==> src/rtl/uart_rx_ctrl.sv <==
// uart_rx_ctrl: receive-side sequencer for the UART RX path.
// Oversamples RX_IN at P ticks per bit and walks IDLE/START/DATA/PARITY/STOP.
// Takes a majority-of-3 vote around mid-bit, drives the deserializer strobes and
// checks the start bit, parity and stop bit.
//
// Ports:
//   CLK          oversampling clock, one Prescale tick per edge
//   RST          synchronous active-high reset
//   RX_IN        serial line (synchronised, idle high)
//   Prescale     oversampling ratio: 8, 16 or 32; anything else acts as 8
//   PAR_EN       frame carries a parity bit
//   PAR_TYP      0 = even, 1 = odd parity
//   edge_cnt     tick index within the current bit
//   bit_cnt      0 start, 1..8 data, 9 parity, 9/10 stop
//   sampled_bit  registered majority vote of the current bit
//   deser_en     one-cycle pulse on the last tick of each data bit
//   data_valid   one-cycle pulse after an error-free frame
//   par_err      parity mismatch, sticky until next start detection
//   stp_err      stop bit sampled 0, sticky until next start detection
//   strt_glitch  one-cycle pulse when a start bit is rejected
//   busy         high outside IDLE
module uart_rx_ctrl #(
  parameter int DATA_WIDTH = 8,
  parameter int PRESCALE_W = 6
) (
  input  logic                  CLK,
  input  logic                  RST,
  input  logic                  RX_IN,
  input  logic [PRESCALE_W-1:0] Prescale,
  input  logic                  PAR_EN,
  input  logic                  PAR_TYP,
  output logic [PRESCALE_W-1:0] edge_cnt,
  output logic [3:0]            bit_cnt,
  output logic                  sampled_bit,
  output logic                  deser_en,
  output logic                  data_valid,
  output logic                  par_err,
  output logic                  stp_err,
  output logic                  strt_glitch,
  output logic                  busy
);
  typedef enum logic [2:0] {S_IDLE, S_START, S_DATA, S_PARITY, S_STOP} state_t;

  localparam logic [3:0] LAST_DATA = 4'(DATA_WIDTH);

  state_t                r_state, w_next;
  logic [PRESCALE_W-1:0] r_p, r_edge;
  logic [PRESCALE_W-1:0] w_p_dec, w_last, w_half;
  logic [3:0]            r_bit;
  logic                  r_s0, r_s1, r_smp;
  logic                  r_acc, r_par_err, r_stp_err, r_dv, r_glitch;
  logic                  w_start, w_bit_end, w_maj;

  // Unsupported ratios collapse to 8.
  always_comb begin
    w_p_dec = PRESCALE_W'(8);
    if (Prescale == PRESCALE_W'(16) || Prescale == PRESCALE_W'(32))
      w_p_dec = Prescale;
  end

  assign w_last    = r_p - PRESCALE_W'(1);
  assign w_half    = r_p >> 1;
  assign w_start   = (r_state == S_IDLE) && !RX_IN;
  assign w_bit_end = (r_state != S_IDLE) && (r_edge == w_last);
  // Third vote is taken live on the P/2+1 tick so the result lands one tick later.
  assign w_maj     = (r_s0 & r_s1) | (r_s0 & RX_IN) | (r_s1 & RX_IN);

  // ---------------- FSM: state register ----------------
  always_ff @(posedge CLK) begin
    if (RST) r_state <= S_IDLE;
    else     r_state <= w_next;
  end

  // ---------------- FSM: next state ----------------
  always_comb begin
    w_next = r_state;
    case (r_state)
      S_IDLE:   if (!RX_IN) w_next = S_START;
      S_START:  if (w_bit_end) w_next = r_smp ? S_IDLE : S_DATA;
      S_DATA:   if (w_bit_end && r_bit == LAST_DATA) w_next = PAR_EN ? S_PARITY : S_STOP;
      S_PARITY: if (w_bit_end) w_next = S_STOP;
      S_STOP:   if (w_bit_end) w_next = S_IDLE;
      default:  w_next = S_IDLE;
    endcase
  end

  // ---------------- FSM: outputs ----------------
  always_comb begin
    deser_en = (r_state == S_DATA) && w_bit_end;
    busy     = (r_state != S_IDLE);
  end

  // Edge / bit counters and latched ratio. The detection cycle is edge 0,
  // so the counter enters START already at 1.
  always_ff @(posedge CLK) begin
    if (RST) begin
      r_p    <= '0;
      r_edge <= '0;
      r_bit  <= '0;
    end else if (r_state == S_IDLE) begin
      r_bit <= '0;
      if (!RX_IN) begin
        r_p    <= w_p_dec;
        r_edge <= PRESCALE_W'(1);
      end else begin
        r_edge <= '0;
      end
    end else if (w_bit_end) begin
      r_edge <= '0;
      case (r_state)
        S_START:  r_bit <= r_smp ? 4'd0 : 4'd1;
        S_DATA:   r_bit <= r_bit + 4'd1;  // last data bit -> 9, parity or stop
        S_PARITY: r_bit <= 4'd10;
        default:  r_bit <= 4'd0;
      endcase
    end else begin
      r_edge <= r_edge + PRESCALE_W'(1);
    end
  end

  // Mid-bit majority sampling.
  always_ff @(posedge CLK) begin
    if (RST) begin
      r_s0  <= 1'b0;
      r_s1  <= 1'b0;
      r_smp <= 1'b1;
    end else if (r_state != S_IDLE) begin
      if (r_edge == w_half - PRESCALE_W'(1)) r_s0  <= RX_IN;
      if (r_edge == w_half)                  r_s1  <= RX_IN;
      if (r_edge == w_half + PRESCALE_W'(1)) r_smp <= w_maj;
    end
  end

  // Parity accumulator, error flags and strobes.
  always_ff @(posedge CLK) begin
    if (RST) begin
      r_acc     <= 1'b0;
      r_par_err <= 1'b0;
      r_stp_err <= 1'b0;
      r_dv      <= 1'b0;
      r_glitch  <= 1'b0;
    end else begin
      r_dv     <= 1'b0;
      r_glitch <= 1'b0;
      if (w_start) begin
        r_par_err <= 1'b0;
        r_stp_err <= 1'b0;
      end
      if (w_bit_end) begin
        case (r_state)
          S_START:  if (r_smp) r_glitch <= 1'b1;
                    else       r_acc    <= PAR_TYP;  // odd parity seeds with 1
          S_DATA:   r_acc <= r_acc ^ r_smp;
          S_PARITY: r_par_err <= r_acc ^ r_smp;
          S_STOP: begin
            r_stp_err <= ~r_smp;
            r_dv      <= r_smp & ~r_par_err;
          end
          default: ;
        endcase
      end
    end
  end

  assign edge_cnt    = r_edge;
  assign bit_cnt     = r_bit;
  assign sampled_bit = r_smp;
  assign data_valid  = r_dv;
  assign par_err     = r_par_err;
  assign stp_err     = r_stp_err;
  assign strt_glitch = r_glitch;

endmodule

==> config.mk <==
export PLATFORM = sky130hd
export DESIGN_NAME = uart_rx_ctrl
export DESIGN_NICKNAME = d
export VERILOG_FILES = /design/src/rtl/uart_rx_ctrl.sv
export SDC_FILE = /design/constraint.sdc
export NUM_CORES = 1
export LEC_CHECK = 0
export BUFFER_PORTS_ARGS = -buffer_cell sky130_fd_sc_hd__buf_2
export CAP_MARGIN = 30
export CORE_MARGIN = 2
export CORE_UTILIZATION = 60
export CTS_CLUSTER_DIAMETER = 30
export DETAILED_ROUTE_END_ITERATION = 7
export PLACE_DENSITY = 0.82
export SYNTH_ARGS = -nofsm -noshare
export SYNTH_HDL_FRONTEND = slang
export SYNTH_SLANG_ARGS = --single-unit
==> constraint.sdc <==
create_clock -name CLK -period 3.7 [get_ports CLK]
set_clock_uncertainty 0.05 [all_clocks]
set_input_delay 0.37 -clock CLK [delete_from_list [all_inputs] [get_ports CLK]]
set_output_delay 0.37 -clock CLK [all_outputs]
set_load 0.02 [all_outputs]
## Word-level counts from Yosys, hierarchy flattened

Index checks and enable logic that the tools add are counted.

| word-level totals | value |
|---|---|
| register bits | 27 |
| input bits | 11 |
| output and inout port bits | 17 |
| logic and storage cells | 88 |

| operators by class | value |
|---|---|
| add/subtract/negate cells | 5 |
| equal/unequal tests | 17 |
| muxes and demuxes | 23 |
| bitwise gates (word level) | 13 |
| reductions and logical operators | 18 |

Operators with widths:

| kind | number |
|---|---|
| $eq A6 B6 Y1 | 3 |
| $mux W3 | 6 |
| $mux W6 | 3 |
| $pmux W3 S5 | 1 |
| $ne A2 B2 Y1 const B | 6 |
| $pmux W4 S3 | 1 |
| $mux W1 | 10 |
| $reduce_and A2 Y1 | 4 |
| $add A5 B1 Y6 const B | 1 |
| $add A6 B1 Y6 const B | 1 |
| $eq A3 B2 Y1 const B | 2 |
| $eq A6 B5 Y1 | 1 |
| $eq A6 B5 Y1 const B | 1 |
| $eq A6 B6 Y1 const B | 1 |
| $not A1 Y1 | 6 |
| $reduce_or A3 Y1 | 2 |
| $sub A5 B1 Y6 const B | 1 |
| $sub A6 B1 Y6 const B | 1 |
| $reduce_and A5 Y1 | 1 |
| $add A4 B1 Y4 const B | 1 |
| $and A1 B1 Y1 | 4 |
| $eq A4 B4 Y1 const B | 1 |
| $logic_and A1 B1 Y1 | 4 |
| $eq A3 B1 Y1 const B | 1 |
| other kinds (12) | 13 |

## Longest topological paths before layout

Gate-level depths: netlist of the first run.

| depth | value |
|---|---|
| depth in word-level cells | 6 |
| depth in mapped cells | 9 |

## Least setup slack after synthesis of the first run

OpenSTA, ideal clock, no wires.

| path | value |
|---|---|
| path type | register to output |
| start point | reg r_p[2] |
| end point | out deser_en |
| data arrival time | 1.953 ns |
| required time | 3.280 ns |
| slack | 1.327 ns |
| stages on the path, launching flop included | 9 |
| path buffers | 1 |
| cell sequence | dfxtp_1 -> buf_2 -> inv_1 -> ha_1 -> a21boi_0 -> xnor2_1 -> o211a_1 -> nand2_1 -> nor3_1 |

| between the ends | value |
|---|---|
| cells in the longest elaborated chain, start to end | 4 |

Ends and longest elaborated chain:

| element | RTL line | source |
|---|---|---|
| start: declaration | 47 | `logic [PRESCALE_W-1:0] r_p, r_edge;` |
| start signal: assignment | 103 | `r_p <= w_p_dec;` |
| $sub A6 B1 Y6 | 61 | `assign w_last = r_p - PRESCALE_W'(1);` |
| $eq A6 B6 Y1 | 64 | `assign w_bit_end = (r_state != S_IDLE) && (r_edge == w_last);` |
| $logic_and A1 B1 Y1 | 64 |  |
| $logic_and A1 B1 Y1 | 89 | `deser_en = (r_state == S_DATA) && w_bit_end;` |
| end: declaration | 35 | `output logic deser_en,` |

No other way between the ends.

## Worst setup path in the final report of the first run

Ends and elaborated chain as after synthesis.

==> flow_metrics.tcl, run 1 <==
set metrics [dict create \
    outcome "completed" \
    p_int_mw 0.376 \
    hpwl_um 2870 \
    fin_area_sq_um 1940 \
    cts_resized 0 \
    power_switching_mw 0.154 \
    critical_path_class "register to primary output" \
    synth_top_area_share_pct 29.5 \
    peakVddDrop_v 0.000246 \
    pwr-share-seq_pct 59.9 \
    rrSetupSlack_ps 1220 \
    grt-busiest-layer "met2" \
    path_cells "inv_1, ha_1, nor3b_4, a21oi_1, o211a_1, nand2_1, nor3_1, buf_2" \
    cts_buffers 3 \
    antenna_cells 0 \
    rsz0062_at_grt "false" \
    ys_seq_elements 27 \
    avgSynthCellArea_sq_um 8.47 \
    antenna_found_initial 0 \
    required_ps 3280 \
    first_pass_iters 4 \
    synth-async-reset-ratio_pct 0 \
    met2_usage_pct 38.5 \
    whs_ps 298 \
    wl_um 3870 \
    p_leak_nw 0.831 \
    setup-tns-final_ps 0 \
    grt_max_degree 27 \
    clock_latency_ps 320 \
    synth_edf_count 0 \
    final.min_clock_period_ps 2800 \
    drt-initial-drc-count 68 \
    coreArea_sq_um 2980 \
    overflow 0 \
    clk_pin_slew_ps 140 \
    cp-start-kind "register" \
    grt_pass1_vias 1455 \
    pre_cts_slack_ps 1240 \
    r2r-end "r_state[1]" \
    nets 249 \
    cts_hold_buf 0 \
    drv_slew 0 \
    synth_most_common_cell "dfxtp_1" \
    synth_area_leaders "dfxtp_1 (30%), xor2_1 (6.2%), xnor2_1 (5.7%), ha_1 (4.8%), nor3_1 (4.4%)" \
    worstHoldStart "RX_IN" \
    cts_tree "yes" \
    yosysSeqAreaShare_pct 29.5 \
    met1_usage_pct 33.4 \
    maxCapViolCount 0 \
    reg2reg_from "r_p[2]" \
    place_area_sq_um 1920 \
    clock_path_buffers 2 \
    cpPeakStageDelay_ps 510 \
    hold_viol_final 0 \
    combinationalPowerShare_pct 16.2 \
    grt_pass1_wl_um 6490 \
    synth_top_flop_cell "dfxtp_1" \
    crit_fanout 9 \
    holdPathEnd "r_s0" \
    fmax_ghz 0.357 \
    wl_per_cell_um 14.7 \
    place.gp.congestion 0.922 \
    syn_nets 234 \
    pin_count 28 \
    clkPwrFrac_pct 23.9 \
    drive_gt1_share_pct 18.3 \
    cp-end-kind "primary output" \
    via_count 1635 \
    final_antenna_net_count 0 \
    start_util_pct 61.5 \
    use_met3_pct 3.28 \
    vias_per_cell 6.22 \
    synth_cell_type_count 53 \
    synth_warnings 0 \
    worst_slew_pin_slew_ps 759 \
    cts.sinks 27 \
    hold_path.class "input pin to register" \
    fp-row-count 20 \
    arrival_ps 2380 \
    post_cts_buffers 0 \
    die_area_sq_um 3510 \
    area_growth_pct 6.08 \
    setup_viol 0 \
    r2r_cells 7 \
    netlist_area_sq_um 1830 \
    ctsHtreeMaxLevel 1 \
    grt_usage_pct 23.9 \
    switching_share_pct 29.0 \
    slowest_stage "dfxtp_1" \
    synth_top_area_cell "dfxtp_1" \
    relSlewSlack_pct 49.4 \
    whs_path_depth 3 \
    die_h_um 59.2 \
    fin_crit_sh_pct 75.7 \
    syn_inst 216 \
    setup_slack_ps 901 \
    synth_common_cells "dfxtp_1 (27), nor2_1 (16), nor3_1 (16)" \
    drc 0 \
    die-width_um 59.2 \
    cts_root_buf "clkbuf_4" \
    portBuffers 27 \
    powerDensity_nw_per_um2 273 \
]
[how the worst max path moves through the flow]
stage,from,endpoint,slack (ps)
after floorplan,r_p[2],deser_en,1330
after global placement,r_p[2],deser_en,1300
after detailed placement,r_p[2],r_state[1],1240
after CTS,r_p[2],deser_en,890
after global routing,r_p[2],deser_en,660
final,r_p[2],deser_en,900
[per-stage QoR]
stage | util (%) | cells | power (mW)
after floorplan | - | 216 | 0.387
after global placement | 64.3 | 259 | 0.407
after detailed placement | 64.3 | 259 | 0.408
after CTS | 65.2 | 263 | 0.532
after global routing | 65.2 | 263 | 0.557
final | 65.2 | 263 | 0.530
[placed cells by master (no fill, tap or decap), drive strengths merged, types with 4 or more instances in the layout]
cell / instances
xnor2: 12
inv: 13
buf: 27
dfxtp: 27
nor3: 16
and3: 7
nand2: 5
o41ai: 4
nand3: 6
nor2: 16
a21oi: 7
nor3b: 4
ha: 7
o21ai: 10
xor2: 13
clkbuf: 4
[layer usage]
metal  vias to the layer above  share of wire (%)
met5                         -                  0
met4                         0               0.88
met3                         6                4.6
met2                        53                 46
met1                       768                 49
li1                        808                  -
[worst max-delay path: cells and delay by family, from the launching register on]
family / cells / cell delay (ps)
AOI/OAI and AO/OA: 2 / 430
adders and majority gates: 1 / 230
and+or+nand+nor: 3 / 570
DFF: 1 / 510
buffers and inverters: 2 / 320
[state kept, by name, summed over array words and instances (netlist names), 3 cells and up]
register / count
edge_cnt: 6
r_p: 6
bit_cnt: 4
r_state: 3
[layout make-up]
type                            count  area (sq um)
Clock buffer                        4          26.3
Fill cell                         264          1040
Inverter                           13          48.8
Multi-Input combinational cell    159          1150
Sequential cell                    27           541
Tap cell                           33          41.3
Timing Repair Buffer               27           135
[power groups by stage]
stage               Combinational [mW]  Sequential, mW  Clock (mW)
detailed placement              0.0846           0.324           0
CTS                             0.0849           0.317       0.130
global placement                0.0840           0.323           0
floorplan                       0.0753           0.312           0
finish                          0.0857           0.317       0.127
global route                    0.0950           0.319       0.143
[kinds of logic (layout without fill, tap and decap cells)]
| logic type | count (synthesis) | count (layout) | share of synthesized area [%] |
|---|---|---|---|
| simple gates | 78 | 78 | 24.6 |
| compound gates | 43 | 43 | 18.0 |
| buf+inv | 30 | 44 | 7.66 |
| flops | 27 | 27 | 29.5 |
| xor+xnor | 25 | 25 | 12.0 |
| fa+ha+maj | 8 | 8 | 5.33 |
| mux | 5 | 5 | 2.94 |
No activity file was read; power rests on OpenSTA's default activity.
==> inputs of run 2 (changes only) <==
--- a/config.mk
+++ b/config.mk
@@ -8,10 +8,10 @@
 export BUFFER_PORTS_ARGS = -buffer_cell sky130_fd_sc_hd__buf_2
 export CAP_MARGIN = 30
 export CORE_MARGIN = 2
-export CORE_UTILIZATION = 60
+export CORE_UTILIZATION = 51
 export CTS_CLUSTER_DIAMETER = 30
 export DETAILED_ROUTE_END_ITERATION = 7
-export PLACE_DENSITY = 0.82
+export PLACE_DENSITY = 0.74
 export SYNTH_ARGS = -nofsm -noshare
 export SYNTH_HDL_FRONTEND = slang
 export SYNTH_SLANG_ARGS = --single-unit
==> constraint.sdc (replaced) <==
create_clock -name CLK -period 2.55 [get_ports CLK]
set_clock_uncertainty 0.05 [all_clocks]
set_input_delay 0.255 -clock CLK [delete_from_list [all_inputs] [get_ports CLK]]
set_output_delay 0.255 -clock CLK [all_outputs]
set_load 0.02 [all_outputs]
==> flow_metrics.tcl, run 2 (synthesized netlist as in run 1, its figures left out) <==
set metrics [dict create \
    outcome "completed" \
    setup_slack_ps 76.4 \
    hold_viol_final 0 \
    arrival_ps 2170 \
    cts_tree "yes" \
    use_met3_pct 2.29 \
    pin_count 28 \
    fmax_ghz 0.404 \
    cp_top_family "compound AO/OA/AOI/OAI gates" \
    cts_hold_buf 0 \
    hold_path.class "input pin to register" \
    post_cts_buffers 0 \
    fin_crit_sh_pct 97.0 \
    grt_usage_pct 21.7 \
    area_growth_pct 10.3 \
    antenna_found_initial 0 \
    worst_slew_pin_slew_ps 592 \
    setup_viol 0 \
    met2_usage_pct 34.9 \
    final_common_cell "buf_2" \
    clk_pin_slew_ps 140 \
    slowest_stage "dfxtp_4" \
    cts.sinks 27 \
    fp-row-count 21 \
    clock_path_buffers 2 \
    grt-busiest-layer "met2" \
    wl_um 4200 \
    via_count 1662 \
    die_h_um 63.9 \
    pre_cts_slack_ps 139 \
    final_cell_mix "buf_2 (27), dfxtp_1 (25), nor3_1 (16), nor2_1 (16)" \
    drive_gt1_share_pct 21.9 \
    die_area_sq_um 4080 \
    crit_start "r_p[2]" \
    drv_slew 0 \
    final.min_clock_period_ps 2470 \
    cp.buffers_inverters 2 \
    path_cells "inv_1, ha_1, a21boi_0, xnor2_1, o211a_1, nand2_1, nor3_1, buf_2" \
    grt_pass1_vias 1533 \
    final_antenna_net_count 0 \
    peakVddDrop_v 0.000226 \
    ctsHtreeMaxLevel 1 \
    powerDensity_nw_per_um2 381 \
    dp.cells 279 \
    grt_max_degree 27 \
    p_leak_nw 0.868 \
    wl_per_cell_um 14.8 \
    rsz0062_at_grt "true" \
    p_total_mw 0.770 \
    clock_latency_ps 320 \
    cts_buffers 3 \
    place_area_sq_um 1980 \
    required_ps 2250 \
    cp-start-kind "register" \
    cpPeakStageDelay_ps 400 \
    fin_area_sq_um 2020 \
    hpwl_um 3130 \
    reg2reg_from "r_p[2]" \
    place.gp.congestion 0.856 \
    vias_per_cell 5.87 \
    coreArea_sq_um 3390 \
    critical_path_class "register to primary output" \
    antenna_cells 0 \
    relSlewSlack_pct 60.2 \
    nets 256 \
    worstHoldStart "RX_IN" \
    drt-initial-drc-count 88 \
    grt_pass1_wl_um 7130 \
    cp-end-kind "primary output" \
    start_util_pct 54.0 \
    fin_cells 283 \
    first_pass_iters 4 \
    cts_root_buf "clkbuf_4" \
    portBuffers 27 \
    drc 0 \
    maxCapViolCount 0 \
    overflow 0 \
    die-width_um 63.9 \
    nFillCells 313 \
    crit_fanout 9 \
    met1_usage_pct 30.8 \
]
==> run 2: cell types whose count changed in the layout (fill, tap and decap cells not counted) <==
cell and delta:
buf_4 +7, dfxtp_1 -2, a21oi_1 -1, a21oi_2 +1
dfxtp_2 +1, dfxtp_4 +1
==> run 2: timing repair <==
item	4_1_cts	5_1_grt
gates resized for setup	1	3
hold endpoints to repair	0	0
setup endpoints to repair	1	11
==> run 2: tightest hold or removal path, stage by stage <==
cell and delay [ps]:
buf_2 140, nand4_1 70, a21oi_1 50
==> run 2: final timing paths <==
path | slack (ps) | cells after the start | to
worst min register to register | 470 | 2 | stp_err
worst max register to register | 210 | 7 | r_state[1]
worst max-delay path | 80 | 8 | deser_en
worst min-delay path | 180 | 3 | r_s0
==> run 2: layout make-up <==
class                      instances  area (sq um)  share of cell area [%]
sequential                        27           546                    27.0
clock buffer                       4          26.3                    1.30
inverter                          13          48.8                    2.42
tap                               46          57.6                    2.85
multi-input combinational        159          1150                    57.1
timing repair buffer              34           188                    9.29
==> run 2: per-layer routing <==
metal	up-vias	wire, um
li1	825	-
met1	788	2020
met2	47	1990
met3	2	165
met4	0	23
met5	-	0
==> run 2: power by group <==
part | total, mW | internal, mW | switching, mW
combinational | 0.135 | 0.0561 | 0.0787
sequential | 0.454 | 0.431 | 0.0234
clock | 0.181 | 0.0611 | 0.120
total | 0.770 | 0.548 | 0.222
==> run 2: metrics by stage <==
step                util [%]  setup TNS, ps  hold slack (ps)
finish                  59.6              0              185
global placement        58.5              0              434
detailed placement      58.5              0              443
CTS                     59.4              0              180
floorplan                  -              0              349
global route            59.6          -68.4              192
